## src/rtl/axis_pkg.sv

```systemverilog
// Shared types and constants for the AXI-stream 1-to-4 demultiplexer.
package axis_pkg;

  localparam int AXIS_NPORTS = 4;
  localparam int AXIS_SEL_W  = $clog2(AXIS_NPORTS);
  localparam int AXIS_DATA_W = 16;

  typedef logic [AXIS_SEL_W-1:0] axis_sel_t;

  typedef enum logic {
    IDLE,
    BUSY
  } axis_demux_state_e;

  // Beat as held in the output stage at the default data width.
  typedef struct packed {
    logic [AXIS_DATA_W-1:0] data;
    logic                   last;
    axis_sel_t              dst;
  } axis_beat_t;

endpackage

```

## src/rtl/axis_skid_buffer.sv

```systemverilog
// One-entry skid buffer behind a registered output stage; the upstream ready
// is itself a register, so no combinational path runs from out_ready to in_ready.
module axis_skid_buffer #(
  parameter int W = 8
) (
  input  logic         clk,
  input  logic         rst,
  input  logic [W-1:0] in_payload,
  input  logic         in_valid,
  output logic         in_ready,
  output logic [W-1:0] out_payload,
  output logic         out_valid,
  input  logic         out_ready
);

  logic [W-1:0] skid_q;
  logic         skid_full;
  logic         skid_full_next;
  logic         accept;
  logic         drain;
  logic         load_out;

  // NOTE: every signal written here gets a value on every path, so no latch is inferred.
  always_comb begin
    accept         = in_valid && in_ready;
    drain          = out_valid && out_ready;
    load_out       = !out_valid || drain;
    skid_full_next = skid_full ? !drain : (accept && !load_out);
  end

  // NOTE: state registers use non-blocking assignments so every flop samples pre-edge values.
  always_ff @(posedge clk or posedge rst) begin
    if (rst) begin
      out_payload <= '0;
      out_valid   <= 1'b0;
      skid_q      <= '0;
      skid_full   <= 1'b0;
      in_ready    <= 1'b0;
    end else begin
      if (skid_full) begin
        // in_ready is low while the skid is full, so only the drain can happen.
        if (drain) begin
          out_payload <= skid_q;
          skid_full   <= 1'b0;
        end
      end else if (accept) begin
        if (load_out) begin
          out_payload <= in_payload;
          out_valid   <= 1'b1;
        end else begin
          skid_q    <= in_payload;
          skid_full <= 1'b1;
        end
      end else if (drain) begin
        out_valid <= 1'b0;
      end
      in_ready <= !skid_full_next;
    end
  end

endmodule

```

## src/rtl/axis_demux_1to4.sv

```systemverilog
// AXI-stream 1-to-4 demultiplexer with registered output and skid buffer.
// Define AXIS_DEMUX_PKT_EN for last ports and packet-locked routing; otherwise sel routes every beat.
module axis_demux_1to4
  import axis_pkg::*;
#(
  parameter int WIDTH = AXIS_DATA_W,
  parameter int depth = AXIS_SEL_W
) (
  input  logic             clk,
  input  logic             rst,
  input  logic [depth-1:0] sel,
  input  logic [WIDTH-1:0] data,
  input  logic             valid,
`ifdef AXIS_DEMUX_PKT_EN
  input  logic             last,
`endif
  output logic             ready,
  output logic [WIDTH-1:0] data_0,
  output logic [WIDTH-1:0] data_1,
  output logic [WIDTH-1:0] data_2,
  output logic [WIDTH-1:0] data_3,
  output logic             valid_0,
  output logic             valid_1,
  output logic             valid_2,
  output logic             valid_3,
`ifdef AXIS_DEMUX_PKT_EN
  output logic             last_0,
  output logic             last_1,
  output logic             last_2,
  output logic             last_3,
`endif
  input  logic             ready_0,
  input  logic             ready_1,
  input  logic             ready_2,
  input  logic             ready_3
);

  typedef struct packed {
    logic [WIDTH-1:0] data;
`ifdef AXIS_DEMUX_PKT_EN
    logic             last;
`endif
    axis_sel_t        dst;
  } beat_t;

  beat_t                  in_beat;
  beat_t                  out_beat;
  logic                   out_valid;
  logic                   out_ready;
  logic                   accept;
  axis_sel_t              sel_i;
  axis_sel_t              beat_dst;
  logic [AXIS_NPORTS-1:0] ready_vec;
  logic [AXIS_NPORTS-1:0] valid_vec;

  assign sel_i  = sel;
  assign accept = valid && ready;

`ifdef AXIS_DEMUX_PKT_EN
  axis_demux_state_e state, state_next;
  axis_sel_t         dst_lock, dst_lock_next;

  always_ff @(posedge clk or posedge rst) begin
    if (rst) begin
      state    <= IDLE;
      dst_lock <= '0;
    end else begin
      state    <= state_next;
      dst_lock <= dst_lock_next;
    end
  end

  // The first beat of a packet routes on sel directly and captures it for the rest.
  always_comb begin
    state_next    = state;
    dst_lock_next = dst_lock;
    beat_dst      = sel_i;
    case (state)
      IDLE: begin
        if (accept) begin
          dst_lock_next = sel_i;
          if (!last) state_next = BUSY;
        end
      end
      BUSY: begin
        beat_dst = dst_lock;
        if (accept && last) state_next = IDLE;
      end
    endcase
  end
`else
  assign beat_dst = sel_i;
`endif

  always_comb begin
    in_beat      = '0;
    in_beat.data = data;
`ifdef AXIS_DEMUX_PKT_EN
    in_beat.last = last;
`endif
    in_beat.dst  = beat_dst;
  end

  axis_skid_buffer #(
    .W($bits(beat_t))
  ) u_skid (
    .clk        (clk),
    .rst        (rst),
    .in_payload (in_beat),
    .in_valid   (valid),
    .in_ready   (ready),
    .out_payload(out_beat),
    .out_valid  (out_valid),
    .out_ready  (out_ready)
  );

  // Only the ready of the port that owns the held beat can consume it.
  assign ready_vec = {ready_3, ready_2, ready_1, ready_0};
  assign out_ready = ready_vec[out_beat.dst];

  always_comb begin
    valid_vec = '0;
    if (out_valid) valid_vec[out_beat.dst] = 1'b1;
  end

  assign data_0  = out_beat.data;
  assign data_1  = out_beat.data;
  assign data_2  = out_beat.data;
  assign data_3  = out_beat.data;
  assign valid_0 = valid_vec[0];
  assign valid_1 = valid_vec[1];
  assign valid_2 = valid_vec[2];
  assign valid_3 = valid_vec[3];
`ifdef AXIS_DEMUX_PKT_EN
  assign last_0  = valid_vec[0] && out_beat.last;
  assign last_1  = valid_vec[1] && out_beat.last;
  assign last_2  = valid_vec[2] && out_beat.last;
  assign last_3  = valid_vec[3] && out_beat.last;
`endif

endmodule

```

## config.mk

```make
export PLATFORM = sky130hd
export DESIGN_NAME = axis_demux_1to4
export DESIGN_NICKNAME = d
export VERILOG_FILES = /design/src/rtl/axis_pkg.sv /design/src/rtl/axis_skid_buffer.sv /design/src/rtl/axis_demux_1to4.sv
export SDC_FILE = /design/constraint.sdc
export NUM_CORES = 1
export LEC_CHECK = 0
export CORE_MARGIN = 4
export CORE_UTILIZATION = 45
export DETAILED_ROUTE_END_ITERATION = 8
export DONT_BUFFER_PORTS = 1
export PLACE_DENSITY = 0.56
export SYNTH_ARGS = -nofsm -noshare
export SYNTH_HDL_FRONTEND = slang
export SYNTH_HIERARCHICAL = 1
export SYNTH_SLANG_ARGS = --single-unit
```

## constraint.sdc

```tcl
create_clock -name clk -period 2.9 [get_ports clk]
set_input_delay 0.435 -clock clk [delete_from_list [all_inputs] [get_ports clk]]
set_output_delay 0.435 -clock clk [all_outputs]
set_load 0.02 [all_outputs]
```

## After elaboration in Yosys (flattened, before gate mapping)

Index checks and enable logic that the tools add are counted.

| word-level totals | value |
|---|---|
| word-level logic and storage cells | 43 |
| register bits after elaboration | 39 |
| bits of input ports | 25 |
| output and inout bits | 69 |

| cells by class | value |
|---|---|
| mux-type cells | 17 |
| eq/ne operators | 2 |
| $lt $le $gt $ge | 2 |
| reductions and logical operators | 15 |
| bitwise logic cells | 2 |

Operator list:

| kind | count |
|---|---|
| $mux W18 | 4 |
| $mux W1 | 10 |
| $reduce_and A3 Y1 | 3 |
| $reduce_bool A2 Y1 | 3 |
| $logic_and A1 B1 Y1 | 4 |
| $logic_not A1 Y1 | 4 |
| $mux W4 | 1 |
| $lt A2 B3 Y1 const B | 1 |
| $bmux W1 S2 | 1 |
| $demux W1 S2 | 1 |
| $ge A2 B1 Y1 const B | 1 |
| $ne A2 B1 Y1 const B | 1 |
| $ne A2 B2 Y1 const B | 1 |
| $not A1 Y1 | 2 |
| $logic_or A1 B1 Y1 | 1 |

## Longest topological paths before layout

Gate-level depths: netlist (run 1).

| logic depth | value |
|---|---|
| word-level depth | 8 |
| gate-level depth with buffers | 5 |

## Cells and area by module

Netlist (run 1), hierarchy kept.

By module, submodules not included:

| module | area an instance (um2) | instances | cells each |
|---|---|---|---|
| axis_skid_buffer | 1770.4 | 1 | 109 |
| axis_demux_1to4 | 417.9 | 1 | 53 |

## Least setup slack after synthesis (run 1)

OpenSTA, ideal clock, no wires.

| timing | value |
|---|---|
| path type | reg2reg |
| from | reg u_skid.out_payload[0] |
| to | reg u_skid.skid_q[0] |
| data arrival time | 1.718 ns |
| clock period less this slack | 1.845 ns |
| required time | 2.773 ns |
| library setup time | 0.127 ns |
| stages on the path, launching flop included | 6 |
| setup slack | 1.055 ns |
| cell sequence | dfrtp_1 > mux4_2 > nor3b_2 > buf_6 > buf_8 > mux2_1 |

| on the way | value |
|---|---|
| word-level cells in the longest chain between the ends | 6 |

RTL lines:

| element | line | RTL |
|---|---|---|
| start, declared | axis_skid_buffer.sv:11 | `output logic [W-1:0] out_payload,` |
| start signal, assigned | axis_skid_buffer.sv:43 | `out_payload <= skid_q;` |
| start signal, assigned | axis_skid_buffer.sv:48 | `out_payload <= in_payload;` |
| $bmux W1 S2 | axis_demux_1to4.sv:119 | `assign out_ready = ready_vec[out_beat.dst];` |
| $mux W1 (implied by the code) | axis_demux_1to4.sv:119 |  |
| via out_ready | axis_demux_1to4.sv:49 | `logic out_ready;` |
| $logic_and A1 B1 Y1 | axis_skid_buffer.sv:26 | `drain = out_valid && out_ready;` |
| $logic_or A1 B1 Y1 | axis_skid_buffer.sv:27 | `load_out = !out_valid \|\| drain;` |
| $not A1 Y1 (no source line) | -- |  |
| $reduce_and A3 Y1 (no source line) | -- |  |
| end signal, assigned | axis_skid_buffer.sv:51 | `skid_q <= in_payload;` |
| end, declared | axis_skid_buffer.sv:16 | `logic [W-1:0] skid_q;` |

The timed path passes the listed nets, and every way through them passes these cells. The select of a mux whose other input is x is not followed.
A chain may end at the register's enable or synchronous reset.

## Final worst setup path (run 1)

| timing | value |
|---|---|
| from | reg u_skid.out_payload[0] |
| to | reg u_skid.out_payload[14] |

| on the way | value |
|---|---|
| word-level cells in the longest chain between the ends | 6 |
| elaborated cells on any way between the ends | 7 |
| classes of those cells | eq/ne (1); mux (2); reduce/logical (4) |

RTL lines:

| element | line |
|---|---|
| $bmux W1 S2 (*) | axis_demux_1to4.sv:119 |
| $mux W1 (implied by the code) (*) | axis_demux_1to4.sv:119 |
| via out_ready | axis_demux_1to4.sv:49 |
| $logic_and A1 B1 Y1 (*) | axis_skid_buffer.sv:26 |
| $logic_or A1 B1 Y1 | axis_skid_buffer.sv:27 |
| $reduce_bool A2 Y1 (no source line) | -- |
| $reduce_and A3 Y1 (no source line) (*) | -- |

Mark *: on every way through the listed nets, which the timed path passes. The rest lies on a longest branch. The select of a mux whose other input is x is not followed.

==> impl_results.md, run 1 <==
* Status: completed
* Sequential area share after synthesis at 0.446
* # hold bufs at CTS at 0
* Comb power frac at 0.301
* CTS root buffer: clkbuf_8
* Yosys cell types at 23
* Synthesized cell area at 0.00219 mm^2
* Max Fclk at 465 MHz
* First-pass GRT wire length at 5590 um
* Die area at 0.00604 mm^2
* Synth-to-layout area growth at -10.5%
* Postcts setup bufs at 0
* Vias in the first global route at 1,030
* DR pass1 iterations at 4
* Tmin final at 2.15 ns
* Slowest cell on crit path: a22oi_4
* DP HPWL at 2390 um
* Reg2reg path depth at 4
* Non-Filler Instances at 185
* Slew at the pin closest to its max-slew limit at 0.786 ns
* Warnings, synthesis at 6
* Crit path capture type: flop
* Vias at 923
* Ys flop type: dfrtp_1
* CP cell instances: mux4_2 > inv_1 > a22oi_4 > mux2_2
* Flop pwr share at 0.585
* Count of pins over their slew limit at 0
* Max transition margin at 0.475
* Placement Cell Area at 0.00189 mm^2
* Dpl cells at 179
* Clock buffer depth at 2
* Ys async rst share at 1.00
* Worst EP required at 3.06 ns
* Hold Fails Final Rpt at 0
* Metal3 WL at 373 um
* CP arrival at 2.31 ns
* RSZ-0062 raised after global routing: false
* Final wirelength at 3480 um
* Net switching share of the total power at 0.475
* Period Utilization, post-route at 0.741
* Filler cells at 429
* Iter 0 DRT Violations at 42
* Critical path peak fanout at 18
* Mean post-synth cell area at 13.5 um^2
* Critical R2R Capture: u_skid/out_payload[14]
* Design Area, Final at 0.00196 mm^2
* Buffers & Inverters on Critical Path at 1
* TritonCTS buffer count at 5
* Largest net degree at the start of global routing at 22
* Vias per cell at 4.99
* # DRC at 0
* Row count at 25
* ANT cells at 0
* Io pins at 94
* Post-cts sizing count at 0
* Initial Utilization at 0.463
* EDFF count, synth at 0
* Wl on met1 at 1360 um
* Area fraction of the dominant cell type after synthesis at 0.446
* Die height at 77.7 um
* Synth area leader: dfrtp_1
* CTS tree: done
* Worst skew pair latency at 0.28 ns
* Final setup fails at 0
* Worst path max stage delay at 0.67 ns
* Hold crit path type: in2async
* Initial antenna violation count at 0
* Pwr Density at 1480 mW/mm^2
* Cell with the most instances after synthesis: buf_4
* Grt ovf at 0
* GP Congestion at 0.710
* Horiz. Die Dim at 77.7 um
* Worst Path Class, Setup: reg2reg
* H-tree depth at 2
* Antenna Violating Nets Remaining at 0
* Post-route setup TNS at 0 ns
* Worst setup SP type: flop
* R2R setup slack at 0.75 ns
* Critical R2R Launch: u_skid/out_payload[0]
* Synthesized instance count at 162
* TritonCTS Sinks at 39
* Share of cells above drive strength 1 at 0.508
* Synth cell count leaders: buf_4 (48), dfrtp_1 (39), mux2_2 (34), mux2_1 (10), mux2_4 (10)
* Wire per inst at 18.8 um
* GRT Total Usage at 0.121
* Syn Nets at 187
* Number of nets in the layout at 144
* Clock-pin slew on the worst setup and hold paths at 0.07 ns
* Core box area at 0.00472 mm^2
* Cell Int Power at 1.52 mW
* Switch Pwr at 1.37 mW
* Clock share of power at 0.113
* Clk_skew at 0.00403 ns
* Cell family with most CP delay: multiplexers
* Seq cells post-synth at 39
* DR top layer: met4
* DR WL met2 at 1700 um
* Port bufs at 0
* Max Cap Viol at 0
* Peak supply drop at 0.000579 V
* Ranking of synthesized cells by area: dfrtp_1 (45%), mux2_2 (17%), buf_4 (16%)
* Leak Pwr at 0.856 nW
==> per-stage QoR <==
stage	hold slack (ns)	util	total power, mW	worst slack (ns)
global placement	0.461	0.399	2.55	0.787
CTS	0.204	0.415	2.93	0.717
finish	0.186	0.415	2.89	0.751
detailed placement	0.470	0.399	2.60	0.724
global route	0.272	0.415	3.07	0.654
floorplan	0.452	-	2.92	1.05
==> area by class of cell <==
| cell class | instances | area (um^2) | area share |
|---|---|---|---|
| well taps | 67 | 83.8 | 0.0428 |
| repair buffers | 3 | 22.5 | 0.0115 |
| inverters | 3 | 11.3 | 0.00575 |
| clock buffers | 6 | 72.6 | 0.0371 |
| flip-flops and latches | 39 | 976 | 0.498 |
| multi-input cells | 67 | 792 | 0.404 |
==> kinds of logic (layout without fill, tap and decap cells) <==
| family | count (synthesis) | after routing | synth area share |
|---|---|---|---|
| buf+inv | 56 | 12 | 0.195 |
| mux | 55 | 55 | 0.305 |
| flops | 39 | 39 | 0.446 |
| simple gates | 8 | 8 | 0.0355 |
| compound gates | 4 | 4 | 0.0183 |
==> metal layers <==
metal,track usage,vias up
li1,-,415
met1,0.136,460
met2,0.196,42
met3,0.0603,6
met4,0.0480,0
met5,0,-
==> layout by cell type (no fill, tap or decap), types with 2 or more instances in the layout <==
cell type	n
dfrtp_1	39
mux2_2	34
mux2_4	10
mux2_1	10
clkbuf_8	5
inv_1	3
buf_4	3
and3b_2	2
==> power by group through the flow <==
stage	Clock [mW]	Combinational (mW)	Sequential [mW]
after detailed placement	0	0.886	1.71
after global routing	0.368	0.939	1.76
final	0.328	0.871	1.69
after CTS	0.345	0.887	1.70
after global placement	0	0.857	1.70
after floorplan	0	1.74	1.18
==> flip-flops by register name, indices dropped and copies added (netlist names) <==
register / flops
u_skid/in_ready: 1
u_skid/out_payload: 18
u_skid/out_valid: 1
u_skid/skid_full: 1
u_skid/skid_q: 18
==> how the worst max path moves through the flow <==
| stage | start | to | depth (start not counted) |
|---|---|---|---|
| floorplan | u_skid/out_payload[0] | u_skid/skid_q[0] | 5 |
| global placement | u_skid/out_payload[0] | u_skid/out_payload[15] | 4 |
| detailed placement | u_skid/out_payload[0] | u_skid/out_payload[14] | 4 |
| CTS | u_skid/out_payload[0] | u_skid/out_payload[14] | 4 |
| global route | u_skid/out_payload[0] | u_skid/out_payload[14] | 4 |
| finish | u_skid/out_payload[0] | u_skid/out_payload[14] | 4 |
(Power assumes the default switching activity.)
==> run 2, diff against run 1 <==
PLACE_DENSITY = 0.58   (was 0.56)
clock period = 1.9 ns   (was 2.9 ns; I/O delays follow)
==> run 2 against run 1 <==
Effect of this change:
- the flow now finishes with violations (hold timing)
- fmax up 16%
- routed wire length down 4.9%
- final area up 4.4%
- via count up 2.3%
- worst setup slack worse by 0.70 ns
- largest cell class unchanged
==> impl_results.md, run 2 (synthesis results as in run 1) <==
* Non-Filler Instances at 191 (was 185)
* CP arrival at 2.02 ns (was 2.31 ns)
* Met1 usage at 0.127 (was 0.136)
* Max transition margin at 0.505 (was 0.475)
* Die area at 0.00604 mm^2 (unchanged)
* CTS tree: done (unchanged)
* Io pins at 94 (unchanged)
* GP Congestion at 0.725 (was 0.710)
* Final setup fails at 0 (unchanged)
* Synth-to-layout area growth at -6.58% (was -10.5%)
* Pwr Density at 2260 mW/mm^2 (was 1480 mW/mm^2)
* TritonCTS Sinks at 39 (unchanged)
* Worst setup SP type: flop (unchanged)
* Row count at 25 (unchanged)
* Crit path capture type: flop (unchanged)
* Hold crit path type: in2async (unchanged)
* Final wirelength at 3310 um (was 3480 um)
* Status: finished with violations (was completed)
* Initial antenna violation count at 0 (unchanged)
* Filler cells at 451 (was 429)
* Min Hold Slack at -0.0000516 ns (was 0.186 ns)
* Top Registers: u_skid/out_payload x18, u_skid/skid_q x18 (unchanged)
* Vias in the first global route at 1,100 (was 1,030)
* First-pass GRT wire length at 5470 um (was 5590 um)
* Post-route setup TNS at 0 ns (unchanged)
* Worst Setup SP: u_skid/out_payload[0] (unchanged)
* Clk_skew at 0.00704 ns (was 0.00403 ns)
* Peak supply drop at 0.000870 V (was 0.000579 V)
* H-tree depth at 2 (unchanged)
* DR pass1 iterations at 3 (was 4)
* Postcts setup bufs at 0 (unchanged)
* Number of nets in the layout at 148 (was 144)
* CTS root buffer: clkbuf_8 (unchanged)
* Die height at 77.7 um (unchanged)
* Antenna Violating Nets Remaining at 0 (unchanged)
* GR peak layer: met2 (unchanged)
* Largest net degree at the start of global routing at 40 (was 22)
* Worst setup margin at 0.0541 ns (was 0.751 ns)
* Critical R2R Launch: u_skid/out_payload[0] (unchanged)
* Dpl cells at 183 (was 179)
* Slew at the pin closest to its max-slew limit at 0.743 ns (was 0.786 ns)
* Critical path peak fanout at 18 (unchanged)
* Iter 0 DRT Violations at 19 (was 42)
* Count of pins over their slew limit at 0 (unchanged)
* Worst EP required at 2.07 ns (was 3.06 ns)
* # DRC at 0 (unchanged)
* Most frequent cells in the layout: dfrtp_1 (39), mux2_2 (34), mux2_4 (11) (was dfrtp_1 (39), mux2_2 (34), mux2_4 (10), mux2_1 (10), clkbuf_8 (5))
* Share of cells above drive strength 1 at 0.540 (was 0.508)
* Reg2reg path depth at 4 (unchanged)
* Most common cell after layout, fill and taps aside: dfrtp_1 (unchanged)
* Worst skew pair latency at 0.29 ns (was 0.28 ns)
* Max Cap Viol at 0 (unchanged)
* Leak Pwr at 0.900 nW (was 0.856 nW)
* M2 GR Usage at 0.200 (was 0.196)
* Grt ovf at 0 (unchanged)
* Tmin final at 1.85 ns (was 2.15 ns)
* Port bufs at 0 (unchanged)
* Worst Path Class, Setup: reg2reg (unchanged)
* TritonCTS buffer count at 5 (unchanged)
* Hold Fails Final Rpt at 1 (was 0)
* Routing usage on met3 at 0.0684 (was 0.0603)
* Initial Utilization at 0.463 (unchanged)
* Critical R2R Capture: u_skid/skid_q[13] (was u_skid/out_payload[14])
* Worst slack, placed at 0.0576 ns (was 0.724 ns)
* ANT cells at 0 (unchanged)
* GRT Total Usage at 0.120 (was 0.121)
* Period Utilization, post-route at 0.972 (was 0.741)
* Horiz. Die Dim at 77.7 um (unchanged)
* Failing checks: hold timing
* Clock-pin slew on the worst setup and hold paths at 0.07 ns (about the same)
* Wire per inst at 17.3 um (was 18.8 um)
* Core box area at 0.00472 mm^2 (unchanged)
* RSZ-0062 raised after global routing: false (unchanged)
* Vias at 944 (was 923)
* DP HPWL at 2320 um (was 2390 um)
* # hold bufs at CTS at 0 (unchanged)
* Clock buffer depth at 2 (unchanged)
* Vias per cell at 4.94 (was 4.99)
* Max Fclk at 542 MHz (was 465 MHz)
* R2R setup slack at 0.05 ns (was 0.75 ns)
## run 2: cell types whose count changed in the layout (fill, tap and decap cells not counted), sizes merged
| cell | delta |
|---|---|
| buf | +4 |
| clkbuf | +2 |
## run 2: metal layers
metal	wire length (um)	vias up	share of wire
met5	0	-	0
met1	1240	475	0.37
met2	1680	36	0.51
met3	331	8	0.10
li1	-	425	-
met4	56	0	0.017
## run 2: how the worst max path moves through the flow
stage | depth (start not counted) | to
5_1_grt | 4 | u_skid/skid_q[0]
3_5_place_dp | 4 | u_skid/skid_q[11]
6_report | 4 | u_skid/skid_q[13]
4_1_cts | 4 | u_skid/skid_q[11]
2_1_floorplan | 5 | u_skid/skid_q[0]
3_3_place_gp | 4 | u_skid/skid_q[15]
## run 2: final cells by class
type                    count  area [um^2]  area share
flip-flops and latches     39          976       0.477
multi-input cells          67          796       0.389
clock buffers               8          100      0.0490
well taps                  67         83.8      0.0410
repair buffers              7         77.6      0.0379
inverters                   3         11.3     0.00551
## run 2: report_power, final
group / leakage, nW / switching, mW / internal, mW
registers: 0.470 / 1.31 / 1.23
clock network: 0.0515 / 0.268 / 0.331
logic: 0.378 / 0.541 / 0.939
## run 2: what timing repair did
item / 4_1_cts / 5_1_grt
resized for setup: 0 / 1
hold endpoints to repair: 0 / 0
endpoints found under the setup margin: 0 / 1
## run 2: worst max-delay path: stages, from the launching register on
cell     delay [ns]
dfrtp_1        0.38
mux4_2         0.56
nor3b_4        0.25
buf_12         0.19
mux2_2         0.34
## run 2: metrics by stage
| step | util | total power, mW | cell area [um^2] |
|---|---|---|---|
| after floorplan | - | 4.45 | 2190 |
| after global placement | 0.411 | 3.99 | 1940 |
| after detailed placement | 0.411 | 4.07 | 1940 |
| after CTS | 0.432 | 4.68 | 2040 |
| after global routing | 0.433 | 4.92 | 2040 |
| final | 0.433 | 4.62 | 2040 |
==> run 3, diff against run 2 <==
GPL_ROUTABILITY_DRIVEN = 0   (was unset)
SYNTH_HIERARCHICAL = unset   (was 1)
==> run 3 against run 2 <==
Effect of this change:
- the run now ends clean
- fmax is 1.7% higher
- non-clock buffer count grew 1
- worst setup slack better by 0.032 ns
- power down 3.6%
- register-to-register slack improved by 0.03 ns
- global-route usage decreased by 0.12 points
- final area down 1.9%
- combinational power shrank 3%
- sequential share of layout area grew 0.99 points
- largest cell class unchanged
==> impl_results.md, run 3 <==
* Main combinational cell family by area after synthesis: multiplexers (unchanged)
* CTS root buffer: clkbuf_8 (unchanged)
* Worst skew pair latency at 0.27 ns (was 0.29 ns)
* Clock-pin slew on the worst setup and hold paths at 0.07 ns (about the same)
* Largest net degree at the start of global routing at 40 (unchanged)
* Synth area leader: dfrtp_1 (unchanged)
* Vias per cell at 5.22 (was 4.94)
* Slew at the pin closest to its max-slew limit at 0.749 ns (was 0.743 ns)
* Syn Nets at 211 (was 187)
* Post-route setup TNS at 0 ns (unchanged)
* Status: completed (was finished with violations)
* Ranking of synthesized cells by area: dfrtp_1 (43%), mux2_2 (26%), buf_4 (22%) (was dfrtp_1 (45%), mux2_2 (17%), buf_4 (16%))
* Clock buffer depth at 2 (unchanged)
* Max Cap Viol at 0 (unchanged)
* ANT cells at 0 (unchanged)
* Ys flop type: dfrtp_1 (unchanged)
* Tmin final at 1.81 ns (was 1.85 ns)
* Worst EP required at 2.06 ns (was 2.07 ns)
* CP arrival at 1.98 ns (was 2.02 ns)
* Row count at 25 (unchanged)
* Mux share of post-synthesis cell area at 0.279 (was 0.305)
* Clk_skew at 0.00358 ns (was 0.00704 ns)
* TritonCTS Sinks at 39 (unchanged)
* # DRC at 0 (unchanged)
* Max Fclk at 551 MHz (was 542 MHz)
* Vias in the first global route at 1,174 (was 1,100)
* Core box area at 0.00482 mm^2 (was 0.00472 mm^2)
* Count of pins over their slew limit at 0 (unchanged)
* Seq cells post-synth at 39 (unchanged)
* Critical path peak fanout at 18 (unchanged)
* Hold Fails Final Rpt at 0 (was 1)
* Most common cell after layout, fill and taps aside: mux2_2 (was dfrtp_1)
* Worst path max stage delay at 0.56 ns (about the same)
* CP cell instances: mux4_2 > nor3_4 > buf_12 > mux2_2 (was mux4_2 > nor3b_4 > buf_12 > mux2_2)
* GRT Total Usage at 0.119 (was 0.120)
* Yosys cell types at 24 (was 23)
* First-pass GRT wire length at 5690 um (was 5470 um)
* DR pass1 iterations at 4 (was 3)
* Ys async rst share at 1.00 (unchanged)
* Area fraction of the dominant cell type after synthesis at 0.427 (was 0.446)
* Number of nets in the layout at 156 (was 148)
* Die area at 0.00628 mm^2 (was 0.00604 mm^2)
* Initial antenna violation count at 0 (unchanged)
* Port bufs at 0 (unchanged)
* Antenna Violating Nets Remaining at 0 (unchanged)
* Cell with the most instances after synthesis: buf_4 (unchanged)
* CTS tree: done (unchanged)
* Synth Area in Compound Gates at 0.0241 (was 0.0183)
* Slowest cell on crit path: mux4_2 (unchanged)
* Vias at 1,028 (was 944)
* Warnings, synthesis at 0 (was 6)
* Final setup fails at 0 (unchanged)
* Synthesized instance count at 186 (was 162)
* Peak supply drop at 0.000878 V (was 0.000870 V)
* Sequential area share after synthesis at 0.427 (was 0.446)
* Top Registers: u_skid.out_payload x18, u_skid.skid_q x18 (was u_skid/out_payload x18, u_skid/skid_q x18)
* EDFF count, synth at 0 (unchanged)
* Synth cell count leaders: buf_4 (66), mux2_2 (52), dfrtp_1 (39), inv_1 (3), mux2i_1 (3) (was buf_4 (48), dfrtp_1 (39), mux2_2 (34), mux2_1 (10), mux2_4 (10))
* Total power at 4.45 mW (was 4.62 mW)
* Post-Route Utilization at 0.416 (was 0.433)
* Share of cells above drive strength 1 at 0.546 (was 0.540)
* Most frequent cells in the layout: mux2_2 (52), dfrtp_1 (38), clkbuf_8 (5), buf_4 (5), mux2i_1 (3) (was dfrtp_1 (39), mux2_2 (34), mux2_4 (11))
* Die height at 79.3 um (was 77.7 um)
* Synth Area in XOR/XNOR at 0 (unchanged)
* Max transition margin at 0.501 (was 0.505)
* Grt ovf at 0 (unchanged)
* Final wirelength at 3460 um (was 3310 um)
* Synth-to-layout area growth at -12.2% (was -6.58%)
* Leak Pwr at 0.837 nW (was 0.900 nW)
* Worst Path Class, Setup: reg2reg (unchanged)
* Iter 0 DRT Violations at 34 (was 19)
* DP HPWL at 2400 um (was 2320 um)
* Adder-cell share of the synthesized area at 0 (unchanged)
* Mean post-synth cell area at 12.3 um^2 (was 13.5 um^2)
* Io pins at 94 (unchanged)
* Hold crit path type: in2reg (was in2async)
* RSZ-0062 raised after global routing: true (was false)
* Pwr Density at 2220 mW/mm^2 (was 2260 mW/mm^2)
* Crit path capture type: flop (unchanged)
* Initial Utilization at 0.474 (was 0.463)
* Min Hold Slack at 0.156 ns (was -0.0000516 ns)
* H-tree depth at 2 (unchanged)
* Period Utilization, post-route at 0.955 (was 0.972)
* Horiz. Die Dim at 79.3 um (was 77.7 um)
* Wire per inst at 17.5 um (was 17.3 um)
* Synthesized cell area at 0.00228 mm^2 (was 0.00219 mm^2)
* Worst setup SP type: flop (unchanged)
* TritonCTS buffer count at 5 (unchanged)
* Post-Synth Simple-Gate Area at 0.0350 (was 0.0354)
-- run 3: layer usage --
metal | track usage | routed length, um | up-vias
met5 | 0 | 0 | -
met4 | 0.0464 | 31 | 0
met3 | 0.0499 | 347 | 4
met2 | 0.194 | 1750 | 46
met1 | 0.138 | 1330 | 522
li1 | - | - | 456
-- run 3: cell families (layout without fill, tap and decap cells) --
family,Yosys count,after routing
buffers and inverters,73,17
multiplexers,56,56
flip-flops,39,39
AND/OR/NAND/NOR,11,11
AO/OA/AOI/OAI,7,7
-- run 3: path summary, 6_finish.rpt --
check	depth (start not counted)	slack, ns	endpoint	from
worst min-delay path	1	0.16	u_skid.skid_q[13]	data[11]
worst max register to register	4	0.09	u_skid.skid_q[14]	u_skid.out_payload[0]
min in group asynchronous	3	0.49	u_skid.skid_q[11]	rst
max in group asynchronous	3	1.22	u_skid.out_payload[1]	rst
worst min register to register	1	0.50	u_skid.skid_q[5]	u_skid.skid_q[5]
worst max-delay path	4	0.09	u_skid.skid_q[14]	u_skid.out_payload[0]
-- run 3: what timing repair did --
| action | 4_1_cts | 5_1_grt |
|---|---|---|
| resized for setup | 0 | 1 |
| endpoints found under the hold margin | 39 | 0 |
| setup buffers | 0 | 1 |
| hold buffers | 1 | 0 |
| endpoints found under the setup margin | 0 | 35 |
-- run 3: cell type report --
| class | count | area, um^2 |
|---|---|---|
| Clock buffer | 6 | 72.6 |
| Fill cell | 487 | 2810 |
| Inverter | 3 | 11.3 |
| Multi-Input combinational cell | 74 | 773 |
| Sequential cell | 39 | 977 |
| Tap cell | 67 | 83.8 |
| Timing Repair Buffer | 8 | 87.6 |
-- run 3: worst max-delay path, delay by kind of cell, from the launching register on --
kind | cells | cell delay [ns]
muxes | 2 | 0.91
DFF | 1 | 0.41
buffers and inverters | 1 | 0.19
and+or+nand+nor | 1 | 0.18
-- run 3: where the power goes --
part	leakage, nW	total, mW	internal, mW	switching, mW
Sequential	0.467	2.53	1.24	1.29
Combinational	0.333	1.43	0.854	0.574
Clock	0.0371	0.489	0.244	0.245
-- run 3: metrics by stage --
stage	cell area [um^2]	std cells	worst slack, ns
after detailed placement	1910	189	0.0682
final	2010	197	0.0859
after floorplan	2280	186	0.0347
after global placement	1910	189	0.116
after global routing	2010	197	-0.0270
after CTS	2000	196	0.0698
